==> src/rtl/demux_rr_lanes.sv <==
// demux_rr_lanes: spreads each input stream round-robin over RATIO registered output channels
module demux_rr_lanes #(
    parameter int WIDTH = 8,
    parameter int NUM_IN = 2,
    parameter int RATIO = 2,
    localparam int NUM_OUT = NUM_IN * RATIO,
    localparam int SW = $clog2(RATIO)
) (
    input  logic                     clk_f,
    input  logic                     reset_L,
    input  logic [NUM_IN*WIDTH-1:0]  data_in,
    input  logic [NUM_IN-1:0]        valid_in,
    input  logic [NUM_IN-1:0]        align,
    output logic [NUM_OUT*WIDTH-1:0] data_out,
    output logic [NUM_OUT-1:0]       valid_out,
    output logic [NUM_IN-1:0]        group_done,
    output logic [NUM_IN*SW-1:0]     sel_out
);
    for (genvar i = 0; i < NUM_IN; i++) begin : g_s
        logic [SW-1:0] sel;
        logic [SW-1:0] slot;
        logic last;
        logic [RATIO*WIDTH-1:0] d;
        logic [RATIO-1:0] v;
        logic g;
        // a realigning beat lands in slot 0 regardless of the current selector
        always_comb begin
            slot = align[i] ? '0 : sel;
            last = slot == SW'(RATIO - 1);
        end
        always_ff @(posedge clk_f or negedge reset_L) begin
            if (!reset_L) begin
                sel <= '0;
                d <= '0;
                v <= '0;
                g <= 1'b0;
            end else begin
                v <= '0;
                g <= valid_in[i] && last;
                if (valid_in[i]) begin
                    d[slot*WIDTH +: WIDTH] <= data_in[i*WIDTH +: WIDTH];
                    v[slot] <= 1'b1;
                    sel <= last ? '0 : slot + 1'b1;
                end else if (align[i]) begin
                    sel <= '0;
                end
            end
        end
        assign data_out[i*RATIO*WIDTH +: RATIO*WIDTH] = d;
        assign valid_out[i*RATIO +: RATIO] = v;
        assign group_done[i] = g;
        assign sel_out[i*SW +: SW] = sel;
    end
endmodule

==> config.mk <==
export PLATFORM = sky130hd
export DESIGN_NAME = demux_rr_lanes
export DESIGN_NICKNAME = d
export VERILOG_FILES = /design/src/rtl/demux_rr_lanes.sv
export SDC_FILE = /design/constraint.sdc
export NUM_CORES = 1
export LEC_CHECK = 0
export ABC_CLOCK_PERIOD_IN_PS = 1700
export BUFFER_PORTS_ARGS = -buffer_cell sky130_fd_sc_hd__buf_2
export CORE_ASPECT_RATIO = 0.5
export CORE_MARGIN = 2
export CORE_UTILIZATION = 47
export CTS_CLUSTER_SIZE = 10
export DETAILED_ROUTE_END_ITERATION = 8
export GPL_TIMING_DRIVEN = 0
export PLACE_DENSITY_LB_ADDON = 0.12
export SKIP_CTS_REPAIR_TIMING = 1
export SYNTH_ARGS = -nofsm -noshare
export SYNTH_HDL_FRONTEND = slang
export SYNTH_SLANG_ARGS = --single-unit
export TNS_END_PERCENT = 20
==> constraint.sdc <==
create_clock -name clk_f -period 1.7 [get_ports clk_f]
set_clock_uncertainty 0.15 [all_clocks]
set_input_delay 0.17 -clock clk_f [delete_from_list [all_inputs] [get_ports clk_f]]
set_output_delay 0.17 -clock clk_f [all_outputs]
set_load 0.01 [all_outputs]
==> results of run 1 <==
-- cell usage in the layout (no fill, tap or decap), types with 5 or more instances in the layout --
master and instances:
o22ai_1 16, nand2_1 16, buf_4 13, dlygate4sd3_1 16
buf_2 61, dfrtp_1 38, mux2_2 16, inv_1 22
clkbuf_8 5
-- routing by layer --
layer  vias up  share of wire (%)
met2        32                 48
li1        573                  -
met4         0               0.33
met5         -                  0
met1       525                 45
met3         2                6.0
-- path summary, 6_finish.rpt --
| path | to | cells after the start |
|---|---|---|
| max | g_s[1].d[1] | 7 |
| min | g_s[1].d[5] | 3 |
| max reg2reg | g_s[1].d[1] | 7 |
| min reg2reg | g_s[1].d[10] | 1 |
| max in group asynchronous | g_s[1].d[14] | 2 |
| min in group asynchronous | g_s[0].d[11] | 2 |
-- power groups by stage --
stage                     sequential [mW]  clock, mW  combinational, mW
after floorplan                      1.28          0              0.252
after global placement               1.18          0              0.607
after detailed placement             1.19          0              0.619
after CTS                            1.17      0.590              0.620
after global routing                 1.19      0.621              0.731
final                                1.17      0.574              0.666
-- layout make-up --
class	count	area share, %
sequential	38	44.0
clock buffer	7	3.53
tap	40	2.32
timing repair buffer	80	22.6
buffer	11	3.82
inverter	22	3.82
multi-input combinational	54	19.9
-- kinds of logic after synthesis --
kind of cell | count (synthesis) | synth area share [%]
DFF | 38 | 62.1
muxes | 16 | 11.8
and+or+nand+nor | 20 | 7.35
adders and majority gates | 2 | 1.63
buffers and inverters | 34 | 10.6
AOI/OAI and AO/OA | 16 | 6.54
-- state kept, by name, indices dropped and copies added, names as in the netlist --
name,flops
g_s.d,32
g_s.g,2
g_s.v,2
g_s.sel,2
-- through the flow --
stage               cells  total power [mW]  cell area, µm²  hold slack, ns
CTS                   234              2.38            1960          -0.135
detailed placement    227              1.81            1890           0.171
finish                252              2.41            2160        -0.00180
global placement      227              1.79            1890           0.166
floorplan             126              1.53            1530          -0.276
global route          252              2.55            2160         0.00217
-- critical path, delay by kind of cell, from the launching register on --
family	cells	cell delay, ns
buffers and inverters	4	0.50
flip-flops	1	0.35
AO/OA/AOI/OAI	1	0.20
adder cells (fa/ha/maj)	1	0.18
AND/OR/NAND/NOR	1	0.13
==> impl_metrics.py, run 1 <==
metrics = {
    "global_route": {
        "top_usage_layer": "met2",
        "grt_max_degree": 39,
        "grt_pass1_vias": 988,
        "use_met2_pct": 24.7,
        "groute.usage.overall_pct": 15.8,
        "grt_overflow": 0,
        "grt_pass1_wl_mm": 4.48,
        "grt_use_met1_pct": 20.9,
        "grtUsageMet3_pct": 6.34,
        "antenna_found_initial": 0,
    },
    "drt": {
        "routedWlPerCell_um": 12.1,
        "vias_per_cell": 4.49,
        "routed_wl_mm": 3.04,
        "dr.pass1.iters": 3,
        "drtAntennaViolNets": 0,
        "drc": 0,
        "routed-via-count": 1132,
        "drt_iter0_markers": 57,
    },
    "synthesis": {
        "avgSynthCellArea_um2": 12.2,
        "ys_dominant_reg_cell": "dfrtp_1",
        "yosys.cell_types.count": 11,
        "yosysTopAreaCell": "dfrtp_1",
        "seq_area_frac_synth_pct": 62.1,
        "synth_top_cell_area_share_pct": 62.1,
        "synth_nets": 150,
        "synth-seq-cells": 38,
        "synth.area.top_cells": "dfrtp_1, mux2_2, o22ai_1",
        "async_flop_share_pct": 100,
        "synth_edf_count": 0,
        "yosysWarnings": 0,
        "synth_most_common_cell": "dfrtp_1",
        "syn_area_um2": 1530,
        "synthCells": 126,
        "yosys-top-cells-count": "dfrtp_1, inv_1, mux2_2, nand2_1, o22ai_1",
    },
    "power_and_ir_drop": {
        "power_frac_comb_pct": 27.6,
        "power.density_nw_per_um2": 1120,
        "ir_worst_vdd_mv": 0.631,
        "pwr-share-seq_pct": 48.6,
        "switching_share_pct": 28.8,
        "clkPwrFrac_pct": 23.8,
        "intPower_mw": 1.72,
        "p_sw_mw": 0.693,
        "power_leakage_nw": 1.15,
    },
    "worst_setup_path": {
        "path_common_cell": "buf_4",
        "reg2reg_slack_ns": 0.11,
        "worst_setup_path_end_kind": "flip-flop",
        "setup.worst_path.start": "g_s[1].sel",
        "slowest_delay_ns": 0.35,
        "worstPathRequired_ns": 1.74,
        "arrival_ns": 1.64,
        "worst_path_max_delay_cell": "dfrtp_1",
        "crit_type": "reg -> reg",
        "cp-start-kind": "flip-flop",
        "crit_chain": "nor2b_1 > buf_4 > inv_1 > ha_1 > clkbuf_4 > buf_4 > o22ai_1",
        "r2r_start": "g_s[1].sel",
        "crit_fanout": 10,
    },
    "floorplanning": {
        "die-area_um2": 3760,
        "io_pins": 62,
        "core_area_um2": 3050,
        "core.rowCount": 14,
        "die_h_um": 44.4,
        "start_util_pct": 50.2,
        "die_x_um": 84.7,
    },
    "cells_and_area": {
        "nFillCells": 243,
        "n_antenna_cell": 0,
        "final_nets": 236,
        "seqCellArea_um2": 951,
        "drive_above_1_share_pct": 46.7,
        "area_growth_pct": 41.1,
        "multi_input_area_um2": 430,
        "fin_util_pct": 70.9,
    },
    "flow_run": {
        "drv_cap": 0,
    },
    "placed_design": {
        "pre_cts_slack_ns": -0.0507,
        "port-buffer-count": 61,
        "finalWeightedCongestion": 0.674,
        "hpwl_mm": 1.94,
    },
    "worst_hold_path": {
        "min_from": "data_in[13]",
        "hp-class": "in -> reg",
    },
    "status": {
        "violations": "negative hold slack",
        "status": "finished with violations",
    },
    "sta": {
        "layout_setup_ws_ns": 0.105,
        "worst_pin_slew_ns": 0.816,
        "fin_crit_sh_pct": 93.8,
        "hold_viol": 1,
        "finalSetupTns_ns": 0,
        "final_max_slew_viol_count": 0,
        "hold_ws_ns": -0.00180,
        "maxSlewHeadroom_pct": 45.6,
        "rsz0062_at_grt": "no",
        "setup-violations-final": 0,
        "period_needed_ns": 1.59,
        "max_clock_freq_mhz": 627,
    },
    "clock_network": {
        "cts_buffer_depth": 2,
        "cts_num_sinks": 38,
        "cts_htree_levels": 2,
        "numCtsBuffers": 5,
        "cts_root_buf": "clkbuf_8",
        "clkTransAtPathRegs_ns": 0.07,
        "cts_tree": "done",
        "clock_latency_ns": 0.28,
    },
}
Power figures use the tool's default switching activity.
==> inputs of run 2 (changes only) <==
GPL_TIMING_DRIVEN = not set   (was 0)
==> run 2 against run 1 <==
Against the previous run:
- sequential share of layout area up 2.0 points
- final area down 4.4%
- combinational power down 7.5%
- fmax up 10%
- clock power down 2%
- count of clock-buffer cells in the layout unchanged
- register-to-register slack better by 0.15 ns
- routed wire length down 7.2%
- the flow still finishes with violations (negative hold slack)
- global-route usage up 0.25 points
- non-clock buffer count down 11
- critical endpoint is now g_s[1].d[7]
- first-iteration DRC count down 63%
- largest power group unchanged
- highest routed layer unchanged
==> impl_metrics.py, run 2 (synthesis results as in run 1) <==
metrics = {
    "status": {
        "status": "finished with violations",
        "violations": "negative hold slack",
    },
    "placed_design": {
        "port-buffer-count": 61,
        "finalWeightedCongestion": 0.657,
        "place_area_um2": 1840,
        "hpwl_mm": 1.92,
    },
    "cells_and_area": {
        "design_area_um2": 2070,
        "n_antenna_cell": 0,
        "mostFrequentLayoutCell": "buf_2",
        "largest_reg_flops": 32,
        "drive_above_1_share_pct": 44.3,
        "largest-register": "g_s.d",
        "area_growth_pct": 34.9,
        "final_cell_mix": "buf_2, dfrtp_1, inv_1",
        "fin_util_pct": 67.8,
        "final_nets": 225,
    },
    "worst_setup_path": {
        "reg2reg_slack_ns": 0.26,
        "arrival_ns": 1.49,
        "cp-start-kind": "flip-flop",
        "path_depth": 5,
        "worstPathRequired_ns": 1.74,
        "r2r_cells": 5,
        "worst_setup_path_end_kind": "flip-flop",
        "crit_type": "reg -> reg",
        "setup.worst_path.end": "g_s[1].d[7]",
        "rr_endpoint": "g_s[1].d[7]",
        "crit_family": "flip-flops",
        "crit_chain": "nor2b_1 > inv_1 > ha_2 > nand2_1 > o22ai_1",
        "slowest_delay_ns": 0.41,
        "r2r_start": "g_s[1].sel",
        "path_buf_inv": 1,
        "worst_path_max_delay_cell": "dfrtp_1",
        "setup.worst_path.start": "g_s[1].sel",
        "crit_fanout": 17,
    },
    "sta": {
        "maxSlewHeadroom_pct": 68.6,
        "period_needed_ns": 1.44,
        "hold_ws_ns": -0.0108,
        "finalSetupTns_ns": 0,
        "hold_viol": 3,
        "rsz0062_at_grt": "no",
        "setup-violations-final": 0,
        "worst_pin_slew_ns": 0.472,
        "fin_crit_sh_pct": 84.9,
        "max_clock_freq_mhz": 693,
        "final_max_slew_viol_count": 0,
    },
    "drt": {
        "dr.pass1.iters": 2,
        "drc": 0,
        "drtAntennaViolNets": 0,
        "routedWlPerCell_um": 11.7,
        "drt_iter0_markers": 21,
        "routed_wl_mm": 2.82,
        "routed-via-count": 1112,
        "vias_per_cell": 4.61,
    },
    "clock_network": {
        "clkTransAtPathRegs_ns": 0.07,
        "cts_htree_levels": 2,
        "clock_latency_ns": 0.28,
        "cts_tree": "done",
        "numCtsBuffers": 5,
        "cts_num_sinks": 38,
        "cts_buffer_depth": 2,
        "cts_root_buf": "clkbuf_8",
    },
    "floorplanning": {
        "start_util_pct": 50.2,
        "core.rowCount": 14,
        "core_area_um2": 3050,
        "die_x_um": 84.7,
        "die_h_um": 44.4,
        "io_pins": 62,
        "die-area_um2": 3760,
    },
    "global_route": {
        "grt_pass1_vias": 998,
        "grt_max_degree": 39,
        "grt_overflow": 0,
        "antenna_found_initial": 0,
        "grt_pass1_wl_mm": 4.45,
        "groute.usage.overall_pct": 16.1,
    },
    "power_and_ir_drop": {
        "power_leakage_nw": 1.10,
        "ir_worst_vdd_mv": 0.627,
        "power.density_nw_per_um2": 1140,
    },
    "worst_hold_path": {
        "hp-class": "in -> reg",
    },
    "flow_run": {
        "drv_cap": 0,
    },
}
## run 2: worst min-delay path by stage
stage / start / to / cells past startpoint
6_report: data_in[9] / g_s[1].d[1] / 3
5_1_grt: data_in[9] / g_s[1].d[9] / 2
4_1_cts: reset_L / g_s[0].d[11] / 2
3_5_place_dp: reset_L / g_s[0].d[11] / 2
3_3_place_gp: reset_L / g_s[0].d[11] / 2
2_1_floorplan: reset_L / g_s[0].d[0] / 0
## run 2: layout make-up
type,instances,area [µm²]
repair buffers,80,485
clock buffers,7,76.3
flip-flops and latches,38,951
multi-input cells,54,420
well taps,40,50.0
fillers,247,982
inverters,22,82.6
## run 2: metal layers
metal | wire [µm] | up-vias | global-route usage (%)
li1 | - | 558 | -
met1 | 1260 | 516 | 19.7
met2 | 1370 | 35 | 26.8
met3 | 175 | 3 | 6.34
met4 | 15 | 0 | 5.71
met5 | 0 | - | 0
## run 2: power breakdown
| part | internal, mW | switching (mW) |
|---|---|---|
| sequential | 1.09 | 0.0854 |
| clock | 0.282 | 0.281 |
| combinational | 0.313 | 0.303 |
| total | 1.68 | 0.669 |
## run 2: worst reg2reg max path, cell delays in order (launching register included)
cell,delay [ns]
dfrtp_1,0.41
nor2b_1,0.15
inv_1,0.05
ha_2,0.35
nand2_1,0.10
o22ai_1,0.14
## run 2: metrics by stage
stage               hold slack (ns)  total power [mW]  instances  setup slack, ns
finish                      -0.0108              2.35        241            0.256
global route               0.000424              2.50        241            0.146
CTS                          -0.207              2.37        226           0.0595
detailed placement           0.0999              1.79        219           0.0824
global placement             0.0972              1.77        219            0.212
floorplan                    -0.276              1.53        126            0.119
